==> config.mk <==
export PLATFORM = sky130hd
export DESIGN_NAME = matrix_mac_engine_flat
export DESIGN_NICKNAME = d
export VERILOG_FILES = /design/src/rtl/matrix_mac_engine_pkg.sv /design/src/rtl/matrix_mac_engine_if.sv /design/src/rtl/matrix_mac_engine_mac_pipe.sv /design/src/rtl/matrix_mac_engine.sv /design/src/flat_wrapper.sv
export SDC_FILE = /design/constraint.sdc
export NUM_CORES = 2
export LEC_CHECK = 0
export CORE_MARGIN = 3
export CORE_UTILIZATION = 25
export DETAILED_ROUTE_END_ITERATION = 7
export GPL_ROUTABILITY_DRIVEN = 0
export PLACE_DENSITY = 0.45
export SYNTH_ARGS = -nofsm -noshare
export SYNTH_HDL_FRONTEND = slang
export SYNTH_SLANG_ARGS = --single-unit
==> constraint.sdc <==
create_clock -name clk -period 9 [get_ports clk]
set_input_delay 1.35 -clock clk [delete_from_list [all_inputs] [get_ports clk]]
set_output_delay 1.35 -clock clk [all_outputs]
set_load 0.02 [all_outputs]
==> src/rtl/matrix_mac_engine_pkg.sv <==
// matrix_pkg: state encoding, width helpers and memory geometry shared with the loader
package matrix_pkg;
  typedef enum logic [2:0] {IDLE, FETCH, DRAIN, OUTPUT, DONE} state_t;
  localparam int MAT_N = 8;
  localparam int MAT_DATA_WIDTH = 32;
  localparam int MAT_ADDR_WIDTH = $clog2(MAT_N * MAT_N);
  function automatic int addr_w(input int n);
    return $clog2(n * n);
  endfunction
  function automatic int acc_w(input int dw, input int n);
    return 2 * dw + $clog2(n);
  endfunction
endpackage

==> src/rtl/matrix_mac_engine_if.sv <==
// matrix_mac_engine_if: control, A/B memory read ports and result stream of the MAC engine
interface matrix_mac_engine_if import matrix_pkg::*; #(
  parameter int N = MAT_N,
  parameter int DATA_WIDTH = MAT_DATA_WIDTH,
  parameter int ACC_WIDTH = acc_w(DATA_WIDTH, N)
);
  localparam int AW = addr_w(N);
  localparam int IW = $clog2(N);
  logic start;
  logic busy;
  logic done;
  logic [AW-1:0] rd_address_a;
  logic rd_en_a;
  logic signed [DATA_WIDTH-1:0] rd_data_a;
  logic [AW-1:0] rd_address_b;
  logic rd_en_b;
  logic signed [DATA_WIDTH-1:0] rd_data_b;
  logic result_valid;
  logic result_ready;
  logic signed [ACC_WIDTH-1:0] result_data;
  logic [IW-1:0] result_row;
  logic [IW-1:0] result_col;
  modport master (
    input start, rd_data_a, rd_data_b, result_ready,
    output busy, done, rd_address_a, rd_en_a, rd_address_b, rd_en_b,
    output result_valid, result_data, result_row, result_col
  );
  modport slave (
    output start, rd_data_a, rd_data_b, result_ready,
    input busy, done, rd_address_a, rd_en_a, rd_address_b, rd_en_b,
    input result_valid, result_data, result_row, result_col
  );
endinterface

==> src/rtl/matrix_mac_engine_mac_pipe.sv <==
// mac_pipe: registered signed product followed by a sign-extending accumulator
module mac_pipe #(
  parameter int DATA_WIDTH = 32,
  parameter int ACC_WIDTH = 2 * DATA_WIDTH + 3
) (
  input  logic clk,
  input  logic rst,
  input  logic in_valid,
  input  logic first,
  input  logic signed [DATA_WIDTH-1:0] a,
  input  logic signed [DATA_WIDTH-1:0] b,
  output logic signed [ACC_WIDTH-1:0] acc
);
  localparam int PW = 2 * DATA_WIDTH;
  logic signed [PW-1:0] p;
  logic signed [ACC_WIDTH-1:0] pe;
  logic v, f;
  assign pe = {{(ACC_WIDTH - PW){p[PW-1]}}, p};
  always_ff @(posedge clk or posedge rst)
    if (rst) begin
      p <= '0;
      v <= 1'b0;
      f <= 1'b0;
      acc <= '0;
    end else begin
      v <= in_valid;
      f <= first;
      if (in_valid) p <= PW'(a) * PW'(b);
      if (v) acc <= f ? pe : acc + pe;
    end
endmodule

==> src/rtl/matrix_mac_engine.sv <==
// matrix_mac_engine: C = A x B from dual-port memories, one N-term signed MAC per element,
// results streamed row-major over valid/ready.
module matrix_mac_engine import matrix_pkg::*; #(
  parameter int N = MAT_N,
  parameter int DATA_WIDTH = MAT_DATA_WIDTH,
  parameter int ACC_WIDTH = acc_w(DATA_WIDTH, N)
) (
  input logic clk,
  input logic rst,
  matrix_mac_engine_if.master m
);
  localparam int AW = addr_w(N);
  localparam int IW = $clog2(N);
  state_t state;
  logic [IW-1:0] i, j, k;
  logic rd_v, rd_first, last_k, last_j, last_el, hs;
  logic signed [ACC_WIDTH-1:0] acc;
  assign last_k = k == IW'(N - 1);
  assign last_j = j == IW'(N - 1);
  assign last_el = last_j && i == IW'(N - 1);
  assign hs = m.result_valid && m.result_ready;
  always_ff @(posedge clk or posedge rst)
    if (rst) begin
      state <= IDLE;
      i <= '0;
      j <= '0;
      k <= '0;
      rd_v <= 1'b0;
      rd_first <= 1'b0;
    end else begin
      rd_v <= state == FETCH;
      rd_first <= state == FETCH && k == '0;
      case (state)
        IDLE: if (m.start) begin
          state <= FETCH;
          i <= '0;
          j <= '0;
          k <= '0;
        end
        FETCH: begin
          k <= last_k ? '0 : k + 1'b1;
          state <= last_k ? DRAIN : FETCH;
        end
        // k doubles as the two-cycle drain counter while the MAC pipeline empties
        DRAIN: begin
          k <= k == IW'(1) ? '0 : k + 1'b1;
          state <= k == IW'(1) ? OUTPUT : DRAIN;
        end
        OUTPUT: if (hs) begin
          state <= last_el ? DONE : FETCH;
          j <= last_j ? '0 : j + 1'b1;
          i <= last_el ? '0 : last_j ? i + 1'b1 : i;
        end
        DONE: state <= IDLE;
        default: state <= IDLE;
      endcase
    end
  mac_pipe #(.DATA_WIDTH(DATA_WIDTH), .ACC_WIDTH(ACC_WIDTH)) u_mac (
    .clk(clk),
    .rst(rst),
    .in_valid(rd_v),
    .first(rd_first),
    .a(m.rd_data_a),
    .b(m.rd_data_b),
    .acc(acc)
  );
  assign m.rd_en_a = state == FETCH;
  assign m.rd_en_b = state == FETCH;
  assign m.rd_address_a = AW'(i * N + k);
  assign m.rd_address_b = AW'(k * N + j);
  assign m.busy = state == FETCH || state == DRAIN || state == OUTPUT;
  assign m.done = state == DONE;
  assign m.result_valid = state == OUTPUT;
  assign m.result_data = acc;
  assign m.result_row = i;
  assign m.result_col = j;
endmodule

==> src/flat_wrapper.sv <==
// flat-port wrapper written by rule: the top's interface ports become plain ports
module matrix_mac_engine_flat import matrix_pkg::*;
#(
  parameter int N = MAT_N,
  parameter int DATA_WIDTH = MAT_DATA_WIDTH,
  parameter int ACC_WIDTH = acc_w(DATA_WIDTH, N)
)
  (clk, rst, m_start, m_rd_data_a, m_rd_data_b, m_result_ready, m_busy, m_done, m_rd_address_a, m_rd_en_a, m_rd_address_b, m_rd_en_b, m_result_valid, m_result_data, m_result_row, m_result_col);
  matrix_mac_engine_if #(.N(N), .DATA_WIDTH(DATA_WIDTH), .ACC_WIDTH(ACC_WIDTH)) m_i ();
  input logic clk;
  input logic rst;
  input wire logic [$bits(m_i.start)-1:0] m_start;
  input wire logic [$bits(m_i.rd_data_a)-1:0] m_rd_data_a;
  input wire logic [$bits(m_i.rd_data_b)-1:0] m_rd_data_b;
  input wire logic [$bits(m_i.result_ready)-1:0] m_result_ready;
  output wire logic [$bits(m_i.busy)-1:0] m_busy;
  output wire logic [$bits(m_i.done)-1:0] m_done;
  output wire logic [$bits(m_i.rd_address_a)-1:0] m_rd_address_a;
  output wire logic [$bits(m_i.rd_en_a)-1:0] m_rd_en_a;
  output wire logic [$bits(m_i.rd_address_b)-1:0] m_rd_address_b;
  output wire logic [$bits(m_i.rd_en_b)-1:0] m_rd_en_b;
  output wire logic [$bits(m_i.result_valid)-1:0] m_result_valid;
  output wire logic [$bits(m_i.result_data)-1:0] m_result_data;
  output wire logic [$bits(m_i.result_row)-1:0] m_result_row;
  output wire logic [$bits(m_i.result_col)-1:0] m_result_col;
  assign m_i.start = m_start;
  assign m_i.rd_data_a = m_rd_data_a;
  assign m_i.rd_data_b = m_rd_data_b;
  assign m_i.result_ready = m_result_ready;
  assign m_busy = m_i.busy;
  assign m_done = m_i.done;
  assign m_rd_address_a = m_i.rd_address_a;
  assign m_rd_en_a = m_i.rd_en_a;
  assign m_rd_address_b = m_i.rd_address_b;
  assign m_rd_en_b = m_i.rd_en_b;
  assign m_result_valid = m_i.result_valid;
  assign m_result_data = m_i.result_data;
  assign m_result_row = m_i.result_row;
  assign m_result_col = m_i.result_col;
  matrix_mac_engine #(.N(N), .DATA_WIDTH(DATA_WIDTH), .ACC_WIDTH(ACC_WIDTH)) u_core (.clk(clk), .rst(rst), .m(m_i));
endmodule
Word level (Yosys, flattened, before mapping)

Index checks and enable logic that the tools add are counted.

Register bits: 147
Latch bits: 0
RAM bits: 0
ROM bits: 0
Input port bits: 68
Output and inout port bits: 90
Word-level logic and storage cells: 59
Memories: 0

Add/subtract/negate cells: 6
$mul: 1
Div/mod/pow operators: 0
Order comparisons: 0
Equal/unequal tests: 11
Shifts and indexed selects: 0
Mux-type cells: 18
Bitwise logic cells: 0
Reductions and logical operators: 13

Operator list:

| operator                                            | count |
|---|---|
| adder 67 x 64 -> 67 bit                             | 1 |
| 2-to-1 mux 67 bit                                   | 1 |
| multiplier 32 x 32 -> 64 bit                        | 1 |
| 2-to-1 mux 3 bit                                    | 11 |
| adder 6 x 3 -> 6 bit                                | 2 |
| equality test 3 bit, second input constant          | 4 |
| one-hot mux 3 bit (2 select lines)                  | 2 |
| one-hot mux 3 bit (4 select lines)                  | 1 |
| adder 3 x 1 -> 3 bit, second input constant         | 3 |
| one-hot mux 3 bit (3 select lines)                  | 1 |
| equality test 3 x 1 -> 1 bit, second input constant | 2 |
| equality test 3 x 2 -> 1 bit, second input constant | 2 |
| zero test 3 bit                                     | 2 |
| inequality test 2 bit, second input constant        | 2 |
| AND reduction 2 bit                                 | 2 |
| AND reduction 4 bit                                 | 1 |
| logical AND 1 bit                                   | 3 |
| inequality test 3 bit, second input constant        | 1 |
| AND reduction 3 bit                                 | 1 |
| nonzero test 3 bit                                  | 1 |
| logical OR 1 bit                                    | 2 |
| 2-to-1 mux 2 bit                                    | 1 |
| nonzero test 2 bit                                  | 1 |
| 2-to-1 mux 1 bit                                    | 1 |

Longest topological paths before layout

Depth after elaboration: 5
Depth in mapped cells: 29
Mapped depth without buffers: 28

Hierarchy

Synthesis repeated with hierarchy kept, for this count alone.

Cells, all modules: 4,949
Area, all modules: 45,831.5 um^2

By module, submodules not included:

| module            | instances | cells an instance | area each (um^2) |
|---|---|---|---|
| mac_pipe          | 1         | 4,861             | 44,929.3 |
| matrix_mac_engine | 1         | 88                | 902.1 |

Worst setup path after synthesis

Ideal clock, no wire load.

Path type: input-to-reg
Start: input port m_rd_data_a[31]
End: register u_core.u_mac.p[58]
Library setup time: 0.125 ns
Data arrival time: 8.727 ns
Required time: 8.875 ns
Path slack: 0.148 ns
Stages on the path: 28
Path buffers: 1
Cells stage by stage: clkbuf_1 > nand2_1 > inv_1 > fa_1 > inv_1 > fa_1 > inv_1 > fa_1 > fa_1 > inv_1 > fa_1 > inv_1 > fa_1 > fa_1 > inv_1 > fa_1 > inv_1 > ha_1 > nand2_1 > nor2_1 > and3_1 > nand3_1 > a31oi_1 > a211oi_2 > or3_1 > a31o_2 > xnor2_1 > mux2_2

Longest elaborated chain between the ends: 1

RTL lines:

| item                         | RTL line                         | text |
|---|---|---|
| start, declared              | flat_wrapper.sv:13               | `input wire logic [$bits(m_i.rd_data_a)-1:0] m_rd_data_a;` |
| multiplier 32 x 32 -> 64 bit | matrix_mac_engine_mac_pipe.sv:28 | `if (in_valid) p <= PW'(a) * PW'(b);` |
| end signal, assigned         | matrix_mac_engine_mac_pipe.sv:28 |  |
| end, declared                | matrix_mac_engine_mac_pipe.sv:15 | `logic signed [PW-1:0] p;` |

No other way between the ends.
A chain may end at the register's enable or synchronous reset.

Worst setup path after layout

Start: input port m_rd_data_a[7]
End: register u_core.u_mac.p[58]

The elaborated chain is that of the path after synthesis.

==> metrics.txt <==
# TYPE chip_impl_metric gauge
chip_impl_metric{name="initial_utilization",unit=""} 0.253
chip_impl_info{name="crit-reg2reg-capture",value="u_core.u_mac.acc[64]"} 1
chip_impl_info{name="status",value="complete, no violations"} 1
chip_impl_metric{name="fp.coreArea",unit="sq um"} 182000
chip_impl_metric{name="layout_min_cycle_time",unit="ns"} 8.81
chip_impl_metric{name="drt-total-wl",unit="um"} 133000
chip_impl_metric{name="holdWs",unit="ns"} 0.348
chip_impl_metric{name="cts.reportedPaths.clkPinSlew",unit="ns"} 0.07
chip_impl_metric{name="die_w",unit="um"} 435
chip_impl_metric{name="detailedRoute.firstPassIterationCount",unit=""} 5
chip_impl_metric{name="finalCritPeriodShare",unit=""} 0.978
chip_impl_metric{name="max_clock_freq",unit="MHz"} 114
chip_impl_metric{name="route.vias.total",unit=""} 33359
chip_impl_metric{name="wire_length_of_the_first_global_routing_pass",unit="um"} 217000
chip_impl_metric{name="setup_viol",unit=""} 0
chip_impl_metric{name="layout-drive-gt1-share",unit=""} 0.0924
chip_impl_info{name="layout.cells.most_common",value="sky130_fd_sc_hd__fa_1"} 1
chip_impl_metric{name="rows",unit=""} 156
chip_impl_metric{name="post_drt_via_cell_ratio",unit=""} 4.34
chip_impl_metric{name="clock_sink_count",unit=""} 147
chip_impl_metric{name="area.growth.synth_to_final",unit="%"} 17.2
chip_impl_metric{name="post_drt_wl_per_cell",unit="um"} 17.3
chip_impl_metric{name="total_count_of_max_transition_violations_in_the_final_report",unit=""} 0
chip_impl_metric{name="worst_clock_skew",unit="ns"} 0.00967
chip_impl_info{name="timing.critical_path.to_type",value="flop"} 1
chip_impl_metric{name="max_slew.worst_pin.slew",unit="ns"} 0.952
chip_impl_metric{name="die_outline_area",unit="sq um"} 189000
chip_impl_metric{name="clk_latency",unit="ns"} 0.45
chip_impl_metric{name="grt_pass1_vias",unit=""} 36921
chip_impl_info{name="critical_path_class",value="input port to flop"} 1
chip_impl_metric{name="mappedNetlistArea",unit="sq um"} 45900
chip_impl_metric{name="final-seq-area",unit="sq um"} 3690
chip_impl_metric{name="synth.net_count",unit=""} 6358
chip_impl_metric{name="die_h",unit="um"} 435
chip_impl_metric{name="cts_htree_levels",unit=""} 4
chip_impl_info{name="synthFlopType",value="sky130_fd_sc_hd__dfrtp_1"} 1
chip_impl_info{name="tritoncts",value="yes"} 1
chip_impl_metric{name="groute.usage.overall",unit=""} 0.146
chip_impl_metric{name="cts_max_path_buffers",unit=""} 2
chip_impl_metric{name="critPathArrivalTime",unit="ns"} 9.14
chip_impl_metric{name="synthesis.yosys.warnings",unit=""} 0
chip_impl_info{name="setup_repair_after_global_routing_missed_its_margin",value="yes"} 1
chip_impl_metric{name="finalHoldViolations",unit=""} 0
chip_impl_metric{name="postSynthAreaPerCell",unit="sq um"} 9.28
chip_impl_metric{name="postLayoutSetupSlackWorst",unit="ns"} 0.194
chip_impl_metric{name="port_buffers",unit=""} 157
chip_impl_info{name="hold-path-endpoint",value="u_core.u_mac.f"} 1
chip_impl_info{name="r2r_start",value="u_core.u_mac.p[0]"} 1
chip_impl_metric{name="timing.critical_path.fanout_max",unit=""} 22
chip_impl_info{name="ctsRootBufferMaster",value="sky130_fd_sc_hd__clkbuf_16"} 1
chip_impl_metric{name="drt_iter0_markers",unit=""} 1435
chip_impl_metric{name="drt_drc_violations_left",unit=""} 0
chip_impl_info{name="kind_of_path_behind_the_tightest_hold_check",value="flop to flop"} 1
chip_impl_info{name="startpoint_class_of_the_critical_path",value="input port"} 1
chip_impl_metric{name="final_net_count",unit=""} 6626
chip_impl_metric{name="ys_ff_latch",unit=""} 147
chip_impl_metric{name="detailedPlace.worstSlack",unit="ns"} -0.349
chip_impl_info{name="holdCritStartpoint",value="u_core.rd_first"} 1
chip_impl_metric{name="setup_total_negative_slack",unit="ns"} 0
chip_impl_info{name="final_cell_mix",value="sky130_fd_sc_hd__fa_1, sky130_fd_sc_hd__inv_1, sky130_fd_sc_hd__nand2_1"} 1
chip_impl_metric{name="cts_buffers",unit=""} 17
chip_impl_metric{name="cp.required",unit="ns"} 9.34
chip_impl_metric{name="ys_seq_area_frac",unit=""} 0.0801
chip_impl_metric{name="final.fill_count",unit=""} 19209
chip_impl_metric{name="number_of_antenna_violations_at_the_first_check_in_global_routing",unit=""} 0
chip_impl_metric{name="ys_types",unit=""} 80
chip_impl_metric{name="timing.slew.headroom",unit=""} 0.365
chip_impl_metric{name="min_path_cells",unit=""} 0
chip_impl_metric{name="antenna_violating_nets_post_route",unit=""} 0
chip_impl_metric{name="dp_hpwl",unit="um"} 116000
chip_impl_metric{name="maxCapViolCount",unit=""} 0
chip_impl_metric{name="rrSetupSlack",unit="ns"} 5.00
chip_impl_metric{name="reg2reg_depth",unit=""} 14
chip_impl_metric{name="ios",unit=""} 158
chip_impl_metric{name="multiInputGateArea",unit="sq um"} 37500
chip_impl_metric{name="largest_net_degree_at_the_start_of_global_routing",unit=""} 84
chip_impl_metric{name="synth-edff-count",unit=""} 0
chip_impl_metric{name="grt_remaining_overflow",unit=""} 0
chip_impl_metric{name="synth-async-reset-ratio",unit=""} 1.00
chip_impl_metric{name="synthCells",unit=""} 4948
## routing by layer
metal | routed length, um | track usage | vias to the layer above
met2 | 65100 | 0.252 | 456
li1 | - | - | 15462
met3 | 3370 | 0.00987 | 96
met1 | 62000 | 0.204 | 17345
met5 | 0 | 0 | -
met4 | 2300 | 0.0263 | 0
## kinds of logic (layout without fill, tap and decap cells)
group	Yosys count	after routing	synth area share
AND/OR/NAND/NOR	1470	1470	0.158
adder cells (fa/ha/maj)	1342	1342	0.543
buffers and inverters	1251	1532	0.103
AO/OA/AOI/OAI	545	545	0.0763
flip-flops	147	147	0.0801
XOR/XNOR	122	122	0.0233
multiplexers	71	71	0.0169
other	0	3	0
## stage by stage
stage	cell area (sq um)	util	cells
2_1_floorplan	45900	-	4948
3_3_place_gp	53200	0.293	7646
3_5_place_dp	53200	0.293	7646
4_1_cts	53800	0.296	7678
5_1_grt	53800	0.296	7678
6_report	53800	0.296	7681
## timing repair
item / 4_1_cts / 5_1_grt
hold buffers: 0 / 0
setup endpoints to repair: 0 / 9
hold endpoints to repair: 0 / 0
setup buffers: 0 / 0
gates resized for setup: 0 / 9
## registers in the layout (all words and copies together), names as in the netlist
signal               cells
u_core.k                 3
u_core.m.result_col      3
u_core.m.result_row      3
u_core.rd_first          1
u_core.rd_v              1
u_core.state             3
u_core.u_mac.acc        67
u_core.u_mac.f           1
u_core.u_mac.p          64
u_core.u_mac.v           1
## area by class of cell
class | count | area share
clock buffer | 20 | 0.00830
clock inverter | 12 | 0.00246
tap | 2449 | 0.0569
timing repair buffer | 518 | 0.0975
sequential | 147 | 0.0685
antenna | 3 | 0.000139
multi-input combinational | 3550 | 0.698
inverter | 982 | 0.0686
## critical path, stage by stage
cell and delay, ns:
sky130_fd_sc_hd__clkdlybuf4s50_1 0.48, sky130_fd_sc_hd__buf_12 0.20, sky130_fd_sc_hd__and2_1 0.16, sky130_fd_sc_hd__fa_1 0.53, sky130_fd_sc_hd__inv_1 0.05, sky130_fd_sc_hd__fa_1 0.47, sky130_fd_sc_hd__inv_1 0.05, sky130_fd_sc_hd__fa_1 0.50
sky130_fd_sc_hd__inv_1 0.06, sky130_fd_sc_hd__fa_1 0.54, sky130_fd_sc_hd__inv_1 0.07, sky130_fd_sc_hd__fa_1 0.57, sky130_fd_sc_hd__fa_1 0.46, sky130_fd_sc_hd__fa_1 0.56, sky130_fd_sc_hd__fa_1 0.45, sky130_fd_sc_hd__ha_1 0.33
sky130_fd_sc_hd__and3_1 0.23, sky130_fd_sc_hd__and2_1 0.17, sky130_fd_sc_hd__a221oi_2 0.32, sky130_fd_sc_hd__o21ai_1 0.13, sky130_fd_sc_hd__nand2_1 0.15, sky130_fd_sc_hd__a31oi_2 0.12, sky130_fd_sc_hd__a211oi_2 0.38, sky130_fd_sc_hd__or3_1 0.21
sky130_fd_sc_hd__a31o_2 0.26, sky130_fd_sc_hd__xnor2_1 0.08, sky130_fd_sc_hd__mux2_2 0.26
## cell usage after synthesis, drive strengths merged (4+ instances only)
| cell type | number | share of area |
|---|---|---|
| nand2 | 599 | 0.049 |
| mux2i | 17 | 0.0037 |
| a211oi | 13 | 0.0026 |
| xnor2 | 73 | 0.014 |
| a21o | 75 | 0.012 |
| dfrtp | 147 | 0.080 |
| nor4b | 4 | 0.00076 |
| a31oi | 20 | 0.0032 |
| nand4 | 24 | 0.0033 |
| mux2 | 54 | 0.013 |
| and3 | 15 | 0.0020 |
| clkbuf | 248 | 0.020 |
| ha | 259 | 0.071 |
| nand3 | 43 | 0.0047 |
| a221oi | 8 | 0.0018 |
| or3 | 6 | 0.00082 |
| nor3b | 5 | 0.00082 |
| o31ai | 10 | 0.0020 |
| nand3b | 8 | 0.0013 |
| o311ai | 6 | 0.0016 |
| o21ai | 100 | 0.011 |
| and2 | 512 | 0.070 |
| and4 | 6 | 0.0011 |
| o221a | 4 | 0.00098 |
| fa | 1083 | 0.47 |
| nor2b | 17 | 0.0023 |
| o21bai | 31 | 0.0051 |
| xor2 | 49 | 0.0093 |
| a21oi | 211 | 0.023 |
| nor2 | 176 | 0.014 |
| o31a | 4 | 0.00076 |
| inv | 982 | 0.080 |
| o21a | 16 | 0.0026 |
| o211ai | 8 | 0.0014 |
| buf | 21 | 0.0026 |
| a41oi | 4 | 0.00076 |
| a211o | 5 | 0.00095 |
| nor3 | 19 | 0.0021 |
| nand2b | 27 | 0.0037 |
## worst max-delay path by stage
stage               cells after the start            start            endpoint  slack [ns]
global placement                       29   m_rd_data_b[7]  u_core.u_mac.p[58]       -0.37
floorplan                              28  m_rd_data_a[31]  u_core.u_mac.p[58]        0.15
CTS                                    29   m_rd_data_b[7]  u_core.u_mac.p[58]        0.09
finish                                 27   m_rd_data_a[7]  u_core.u_mac.p[58]        0.19
global route                           27   m_rd_data_a[7]  u_core.u_mac.p[58]       -0.03
detailed placement                     29   m_rd_data_b[7]  u_core.u_mac.p[58]       -0.35
Power is left out: the tool's default activity adds up to more than one toggle a clock period on the data nets, which glitch-free logic cannot reach.
